==> config.mk <==
export PLATFORM = sky130hd
export DESIGN_NAME = bus_arbiter_flat
export DESIGN_NICKNAME = d
export VERILOG_FILES = /design/src/rtl/bus_arbiter_if.sv /design/src/rtl/bus_arbiter.sv /design/src/flat_wrapper.sv
export SDC_FILE = /design/constraint.sdc
export NUM_CORES = 1
export LEC_CHECK = 0
export ABC_AREA = 0
export CAP_MARGIN = 20
export CORE_MARGIN = 5
export CORE_UTILIZATION = 35
export DETAILED_ROUTE_END_ITERATION = 10
export GPL_ROUTABILITY_DRIVEN = 0
export PLACE_DENSITY = 0.81
export SKIP_CTS_REPAIR_TIMING = 1
export SYNTH_ARGS = -nofsm -noshare
export SYNTH_HDL_FRONTEND = slang
export SYNTH_SLANG_ARGS = --single-unit
==> constraint.sdc <==
create_clock -name clk -period 2.25 [get_ports clk]
set_clock_uncertainty 0.15 [all_clocks]
set_input_delay 0.3375 -clock clk [delete_from_list [all_inputs] [get_ports clk]]
set_output_delay 0.3375 -clock clk [all_outputs]
set_load 0.02 [all_outputs]
==> src/rtl/bus_arbiter_if.sv <==
`default_nettype none
// ============================================================================
// Module      : bus_arbiter_if
// Description : Device-side bus bundle for bus_arbiter (FIFO heads in,
//               pop/push strobes and shared packet out, status).
// Revision    : 1.0 - initial release
// ============================================================================
interface bus_arbiter_if #(
  parameter int drvrs   = 4,
  parameter int pckg_sz = 16
);
  logic [drvrs-1:0]         pndng;
  logic [drvrs*pckg_sz-1:0] D_pop;
  logic [drvrs-1:0]         pop;
  logic [drvrs-1:0]         push;
  logic [pckg_sz-1:0]       D_push;
  logic [3:0]               grant_id;
  logic                     busy;
  logic                     drop;
  logic [7:0]               drop_cnt;

  modport master (
    input  pndng, D_pop,
    output pop, push, D_push, grant_id, busy, drop, drop_cnt
  );

  modport slave (
    output pndng, D_pop,
    input  pop, push, D_push, grant_id, busy, drop, drop_cnt
  );
endinterface
`default_nettype wire

==> src/rtl/bus_arbiter.sv <==
`default_nettype none
// ============================================================================
// Module      : bus_arbiter
// Description : Round-robin packet arbiter: pops one device FIFO, pushes the
//               packet to its destination(s); IDLE -> POP -> PUSH.
//               Optional macro ARB_DROP_CNT_EN enables the saturating drop_cnt.
// Revision    : 1.0 - initial release
// ============================================================================
module bus_arbiter #(
  parameter int         drvrs     = 4,
  parameter int         pckg_sz   = 16,
  parameter logic [7:0] broadcast = {8{1'b1}}
) (
  input wire            clk,
  input wire            reset,
  bus_arbiter_if.master bus
);

  typedef enum logic [1:0] {
    ST_IDLE = 2'd0,
    ST_POP  = 2'd1,
    ST_PUSH = 2'd2
  } state_t;

  state_t             r_state;
  state_t             w_state_nxt;
  logic [3:0]         r_grant_id;
  logic [3:0]         r_last_grant;
  logic [pckg_sz-1:0] r_d_push;

  logic [3:0]         w_rr_grant;
  logic [3:0]         w_hi_idx;
  logic [3:0]         w_lo_idx;
  logic               w_hi_found;
  logic [7:0]         w_dest;
  logic               w_dest_bcast;
  logic               w_dest_valid;
  logic [drvrs-1:0]   w_pop;
  logic [drvrs-1:0]   w_push;
  logic               w_drop;
  logic [pckg_sz-1:0] w_slot [16];

  // Fixed 16-entry view so a 4-bit grant index always selects in range
  generate
    for (genvar gi = 0; gi < 16; gi++) begin : g_slot
      if (gi < drvrs) begin : g_live
        assign w_slot[gi] = bus.D_pop[gi*pckg_sz +: pckg_sz];
      end else begin : g_tie
        assign w_slot[gi] = '0;
      end
    end
  endgenerate

  // Lowest pending index above last_grant wins, else lowest pending overall
  always_comb begin
    w_hi_found = 1'b0;
    w_hi_idx   = '0;
    w_lo_idx   = '0;
    for (int i = drvrs - 1; i >= 0; i--) begin
      if (bus.pndng[i]) begin
        if (4'(i) > r_last_grant) begin
          w_hi_found = 1'b1;
          w_hi_idx   = 4'(i);
        end else begin
          w_lo_idx = 4'(i);
        end
      end
    end
    w_rr_grant = w_hi_found ? w_hi_idx : w_lo_idx;
  end

  assign w_dest       = r_d_push[pckg_sz-1 -: 8];
  assign w_dest_bcast = (w_dest == broadcast);
  assign w_dest_valid = (w_dest < 8'(drvrs));

  always_comb begin
    w_state_nxt = r_state;
    w_pop       = '0;
    w_push      = '0;
    w_drop      = 1'b0;
    case (r_state)
      ST_IDLE: begin
        if (|bus.pndng) w_state_nxt = ST_POP;
      end
      ST_POP: begin
        for (int i = 0; i < drvrs; i++) w_pop[i] = (r_grant_id == 4'(i));
        w_state_nxt = ST_PUSH;
      end
      ST_PUSH: begin
        if (w_dest_bcast) begin
          for (int i = 0; i < drvrs; i++) w_push[i] = (r_grant_id != 4'(i));
        end else if (w_dest_valid) begin
          for (int i = 0; i < drvrs; i++) w_push[i] = (w_dest == 8'(i));
        end else begin
          w_drop = 1'b1;
        end
        w_state_nxt = ST_IDLE;
      end
      default: w_state_nxt = ST_IDLE;
    endcase
  end

  always_ff @(posedge clk or negedge reset) begin
    if (!reset) begin
      r_state      <= ST_IDLE;
      r_grant_id   <= '0;
      r_last_grant <= 4'(drvrs - 1);
      r_d_push     <= '0;
    end else begin
      r_state <= w_state_nxt;
      if (r_state == ST_IDLE && |bus.pndng) r_grant_id <= w_rr_grant;
      // Packet register doubles as D_push, so it holds outside PUSH
      if (r_state == ST_POP) r_d_push <= w_slot[r_grant_id];
      if (r_state == ST_PUSH) r_last_grant <= r_grant_id;
    end
  end

`ifdef ARB_DROP_CNT_EN
  logic [7:0] r_drop_cnt;

  always_ff @(posedge clk or negedge reset) begin
    if (!reset) begin
      r_drop_cnt <= '0;
    end else if (w_drop && r_drop_cnt != 8'hFF) begin
      r_drop_cnt <= r_drop_cnt + 8'd1;
    end
  end

  assign bus.drop_cnt = r_drop_cnt;
`else
  assign bus.drop_cnt = 8'd0;
`endif

  assign bus.pop      = w_pop;
  assign bus.push     = w_push;
  assign bus.D_push   = r_d_push;
  assign bus.grant_id = r_grant_id;
  assign bus.busy     = (r_state != ST_IDLE);
  assign bus.drop     = w_drop;

endmodule
`default_nettype wire

==> src/flat_wrapper.sv <==
// flat-port wrapper written by rule: the top's interface ports become plain ports
module bus_arbiter_flat 
#(
  parameter int         drvrs     = 4,
  parameter int         pckg_sz   = 16,
  parameter logic [7:0] broadcast = {8{1'b1}}
)
  (clk, reset, bus_pndng, bus_D_pop, bus_pop, bus_push, bus_D_push, bus_grant_id, bus_busy, bus_drop, bus_drop_cnt);
  bus_arbiter_if #(.drvrs(drvrs), .pckg_sz(pckg_sz)) bus_i ();
  input wire clk;
  input wire reset;
  input wire logic [$bits(bus_i.pndng)-1:0] bus_pndng;
  input wire logic [$bits(bus_i.D_pop)-1:0] bus_D_pop;
  output wire logic [$bits(bus_i.pop)-1:0] bus_pop;
  output wire logic [$bits(bus_i.push)-1:0] bus_push;
  output wire logic [$bits(bus_i.D_push)-1:0] bus_D_push;
  output wire logic [$bits(bus_i.grant_id)-1:0] bus_grant_id;
  output wire logic [$bits(bus_i.busy)-1:0] bus_busy;
  output wire logic [$bits(bus_i.drop)-1:0] bus_drop;
  output wire logic [$bits(bus_i.drop_cnt)-1:0] bus_drop_cnt;
  assign bus_i.pndng = bus_pndng;
  assign bus_i.D_pop = bus_D_pop;
  assign bus_pop = bus_i.pop;
  assign bus_push = bus_i.push;
  assign bus_D_push = bus_i.D_push;
  assign bus_grant_id = bus_i.grant_id;
  assign bus_busy = bus_i.busy;
  assign bus_drop = bus_i.drop;
  assign bus_drop_cnt = bus_i.drop_cnt;
  bus_arbiter #(.drvrs(drvrs), .pckg_sz(pckg_sz), .broadcast(broadcast)) u_core (.clk(clk), .reset(reset), .bus(bus_i));
endmodule
Yosys cells after proc, flatten, opt, wreduce, memory -nomap -nowiden --
Index checks and enable logic that the tools add are counted. W data, S select, Z words.
Storage, ports and cells: output and inout bits 38, word-level logic and storage cells 68, register bits 26, bits of input ports 70
Cells by class: equality and inequality tests 13, reduce and logical (&&, ||, !) cells 7, order comparisons 6, bitwise gates (word level) 1, mux-type cells 37
Operators with widths (count):
- $mux W4 | 18
- $bmux W16 S4 | 1
- $mux W16 | 2
- $eq A8 B2 Y1 const B | 2
- $mux W1 | 11
- $eq A4 B2 Y1 const B | 2
- $eq A8 B1 Y1 const B | 1
- $eq A8 B8 Y1 const B | 1
- $gt A1 B4 Y1 const A | 2
- $gt A2 B4 Y1 const A | 2
- $logic_not A8 Y1 | 1
- $lt A8 B3 Y1 const B | 1
- $mux W2 | 4
- $ne A4 B2 Y1 const B | 2
- $ge A5 B5 Y1 const B | 1
- $not A4 Y5 | 1
- $eq A4 B1 Y1 const B | 1
- $logic_not A4 Y1 | 1
- $ne A4 B1 Y1 const B | 1
- $pmux W2 S2 | 1
- $reduce_bool A4 Y1 | 1
- $reduce_or A4 Y1 | 1
- $eq A2 B1 Y1 const B | 1
- $eq A2 B2 Y1 const B | 1
- other kinds (4) | 4

Depth between registers and ports, before layout --
word-level depth 10, mapped depth 5, mapped depth without buffers 4

Least setup slack after synthesis --
No wires, ideal clock.
kind register -> output, start register u_core.r_d_push[12] (netlist: u_core.bus.D_push[12]), end output bus_push[0], path buffers 0, data required time 1.762 ns, stages on the path, launching flop included 5, data arrival time 1.903 ns, slack -0.141 ns, cells stage by stage dfrtp_1 -> or4_4 -> nor3_4 -> or3b_1 -> a21oi_1
On the way: longest elaborated chain between the ends 4, elaborated cells on any way between the ends 6, classes of those cells order compare: 1; eq/ne: 1; mux: 3; reduce/logical: 1
Ends and longest elaborated chain:
- start, declared | line bus_arbiter.sv:29 | logic [pckg_sz-1:0] r_d_push;
- start signal, assigned | line bus_arbiter.sv:113 | if (r_state == ST_POP) r_d_push <= w_slot[r_grant_id];
- $lt A8 B3 Y1 or $logic_not A8 Y1 (tied branches) | line bus_arbiter.sv:74, bus_arbiter.sv:93
- $mux W4 | line bus_arbiter.sv:92 | end else if (w_dest_valid) begin
- $mux W4 * | line bus_arbiter.sv:90 | if (w_dest_bcast) begin
- $mux W4 * | line bus_arbiter.sv:81 | case (r_state)
- end, declared | line flat_wrapper.sv:15 | output wire logic [$bits(bus_i.push)-1:0] bus_push;
Mark *: on every way between the ends. The rest lies on a longest branch, timed or not.

Worst setup path in the final report --
Same ends and word-level chain as after synthesis.

==> run summary <==
outcome: finished with violations
violated checks: negative setup slack
largest net degree at the start of global routing: 23
CP top delay family: simple AND/OR/NAND/NOR gates
area of placed instances: 0.00258 mm2
antenna violations before repair: 0
buffers and inverters on the worst path: 1
register area share after synthesis: 0.365
Post-Syn Area per Cell: 12.4 um2
Final WS setup: -0.273 ns
synth unique cells: 34
first-pass iteration count of the detailed router: 4
Setup WS pre-CTS: -0.468 ns
gr ovfl total: 0
Post-synth EDFFs: 0
# rows: 24
Syn-to-layout area delta: 72.9%
Starting DRT DRC Count: 40
switching share of power: 0.383
first-pass GRT wire length: 6.78 mm
Post-route DRC: 0
endpoint type of the worst setup path: output port
final setup vio count: 4
asr flop ratio synth: 1.00
Syn Inst Count: 122
Die Wd: 75.8 um
max-capacitance violation count: 0
Clock transition at path regs: 0.09 ns
HP Class: input port to asynchronous set/reset pin
endpoints failing hold: 0
H-tree depth: 1
highest clock rate: 396 MHz
minimum hold slack: 0.258 ns
Vias/cell: 4.93
worst stage delay on the critical path: 0.54 ns
Clock power frac: 0.084
total CTS buffers: 3
Worst Path Max Fanout: 2
prevailing post-synth register cell: dfrtp_1
ANT cells: 0
worst setup path start: u_core.bus.D_push[12]$_DFFE_PN0P_
Detailed Place HPWL: 3.67 mm
LEAKAGE: 1.02 nW
Sw Pwr: 1.17 mW
Clock Tree Root: clkbuf_8
Tcrit/Tclk final: 1.12
Startpoint Class: flop
routed wire length: 4.24 mm
Antenna Nets Post-Route: 0
internal power: 1.88 mW
FF-to-FF path depth: 4
Worst R2R Start: u_core.bus.grant_id[0]$_DFFE_PN0P_
routed vias: 1,385
slowest CP cell: or4_4
fin. max-slew vios: 0
Flop pwr share: 0.262
fraction of layout cells with a size suffix above 1: 0.284
PortBufs: 97
Starting Density: 0.355
Worst Setup Path Type: flop to output port
post-route cell area: 0.00262 mm2
r2r setup slk: 0.34 ns
Clock Tree Buf Depth: 2
TritonCTS Sinks: 22
Netlist Area Pre-Place: 0.00151 mm2
die area: 0.00574 mm2
Crit path required time: 1.76 ns
Core ar.: 0.00426 mm2
worst-path cell chain: or4_4 > nor3_4 > or3b_4 > a21oi_4 > buf_6
latest clock arrival within the worst-skew pair: 0.25 ns
CTS tree: yes
Synth Warn #: 0
RR Endpoint: u_core.bus.D_push[15]$_DFFE_PN0P_
Final min period: 2.52 ns
combinational power share: 0.655
Die Y-Extent: 75.8 um
worst vdd ir: 0.494 mV
routed len/inst: 15.1 um
PwrDens: 1160 mW/mm2
vias in the first global route: 1,455
commonest cells after routing, fill and taps aside: clkdlybuf4s50_1, buf_4, dfrtp_1
Total Routing Usage GR: 0.157
WP depth: 5
Synth Register Bits: 22
io pins: 108
layout net count: 300
RSZ-0062 raised after global routing: true
CP arrival: 2.04 ns
commonest non-fill, non-tap cell in the layout: clkdlybuf4s50_1
==> registers in the layout, indices dropped and copies added, names as in the netlist <==
signal / count
u_core.bus.D_push: 16
u_core.bus.grant_id: 2
u_core.r_last_grant: 2
u_core.r_state: 2
==> power by group through the flow <==
| stage | Clock, mW | Sequential, mW | Combinational (mW) |
|---|---|---|---|
| after floorplan | 0 | 0.991 | 1.02 |
| after global placement | 0 | 0.793 | 2.01 |
| after detailed placement | 0 | 0.805 | 2.03 |
| after CTS | 0.259 | 0.798 | 2.04 |
| after global routing | 0.286 | 0.827 | 2.15 |
| final | 0.255 | 0.797 | 1.99 |
==> routing by layer <==
| metal | vias to the layer above | global-route usage | wire, um |
|---|---|---|---|
| li1 | 657 | - | - |
| met1 | 669 | 0.177 | 1550 |
| met2 | 57 | 0.295 | 2280 |
| met3 | 2 | 0.0264 | 362 |
| met4 | 0 | 0.0524 | 40 |
| met5 | - | 0 | 0 |
==> synthesized netlist by cell type, drive strengths merged, types with 2 or more instances <==
library cell	number	area, um2
mux2	16	180
nor3	2	21.3
inv	2	7.50
dfrtp	20	500
mux4	16	360
o21ai	6	30.0
buf	16	124
nor2	7	26.3
nand3	2	10.0
nand2	6	22.5
a21oi	5	25.0
dfstp	2	52.6
nand4	2	12.5
nand3b	3	22.5
and3	2	12.5
clkbuf	2	7.51
nand2b	2	12.5
==> final cells by class <==
class	count	area, um2
Clock buffer	4	45.0
Tap cell	52	65.1
Sequential cell	22	556
Fill cell	367	1650
Multi-Input combinational cell	89	872
Inverter	2	7.51
Timing Repair Buffer	112	1070
==> worst max path at each step <==
stage                  end  slack (ns)
6_report       bus_push[0]       -0.27
5_1_grt        bus_push[0]       -0.32
2_1_floorplan  bus_push[0]       -0.03
3_3_place_gp   bus_push[0]       -0.44
3_5_place_dp   bus_push[0]       -0.47
4_1_cts        bus_push[0]       -0.76
==> cells by family after synthesis <==
group | count (synthesis) | synth area share
AO/OA/AOI/OAI | 14 | 0.0521
flip-flops | 22 | 0.365
multiplexers | 33 | 0.364
other | 1 | 0.00248
AND/OR/NAND/NOR | 32 | 0.125
buffers and inverters | 20 | 0.0917
==> through the flow <==
stage	instances	util	setup TNS [ns]	total power, mW
after global routing	281	0.614	-1.22	3.26
after global placement	277	0.606	-1.15	2.80
after floorplan	131	-	-0.0285	2.01
after detailed placement	277	0.606	-1.32	2.84
final	281	0.614	-0.580	3.05
after CTS	281	0.616	-2.76	3.09
Note: power is estimated with default switching activity, not from simulation.
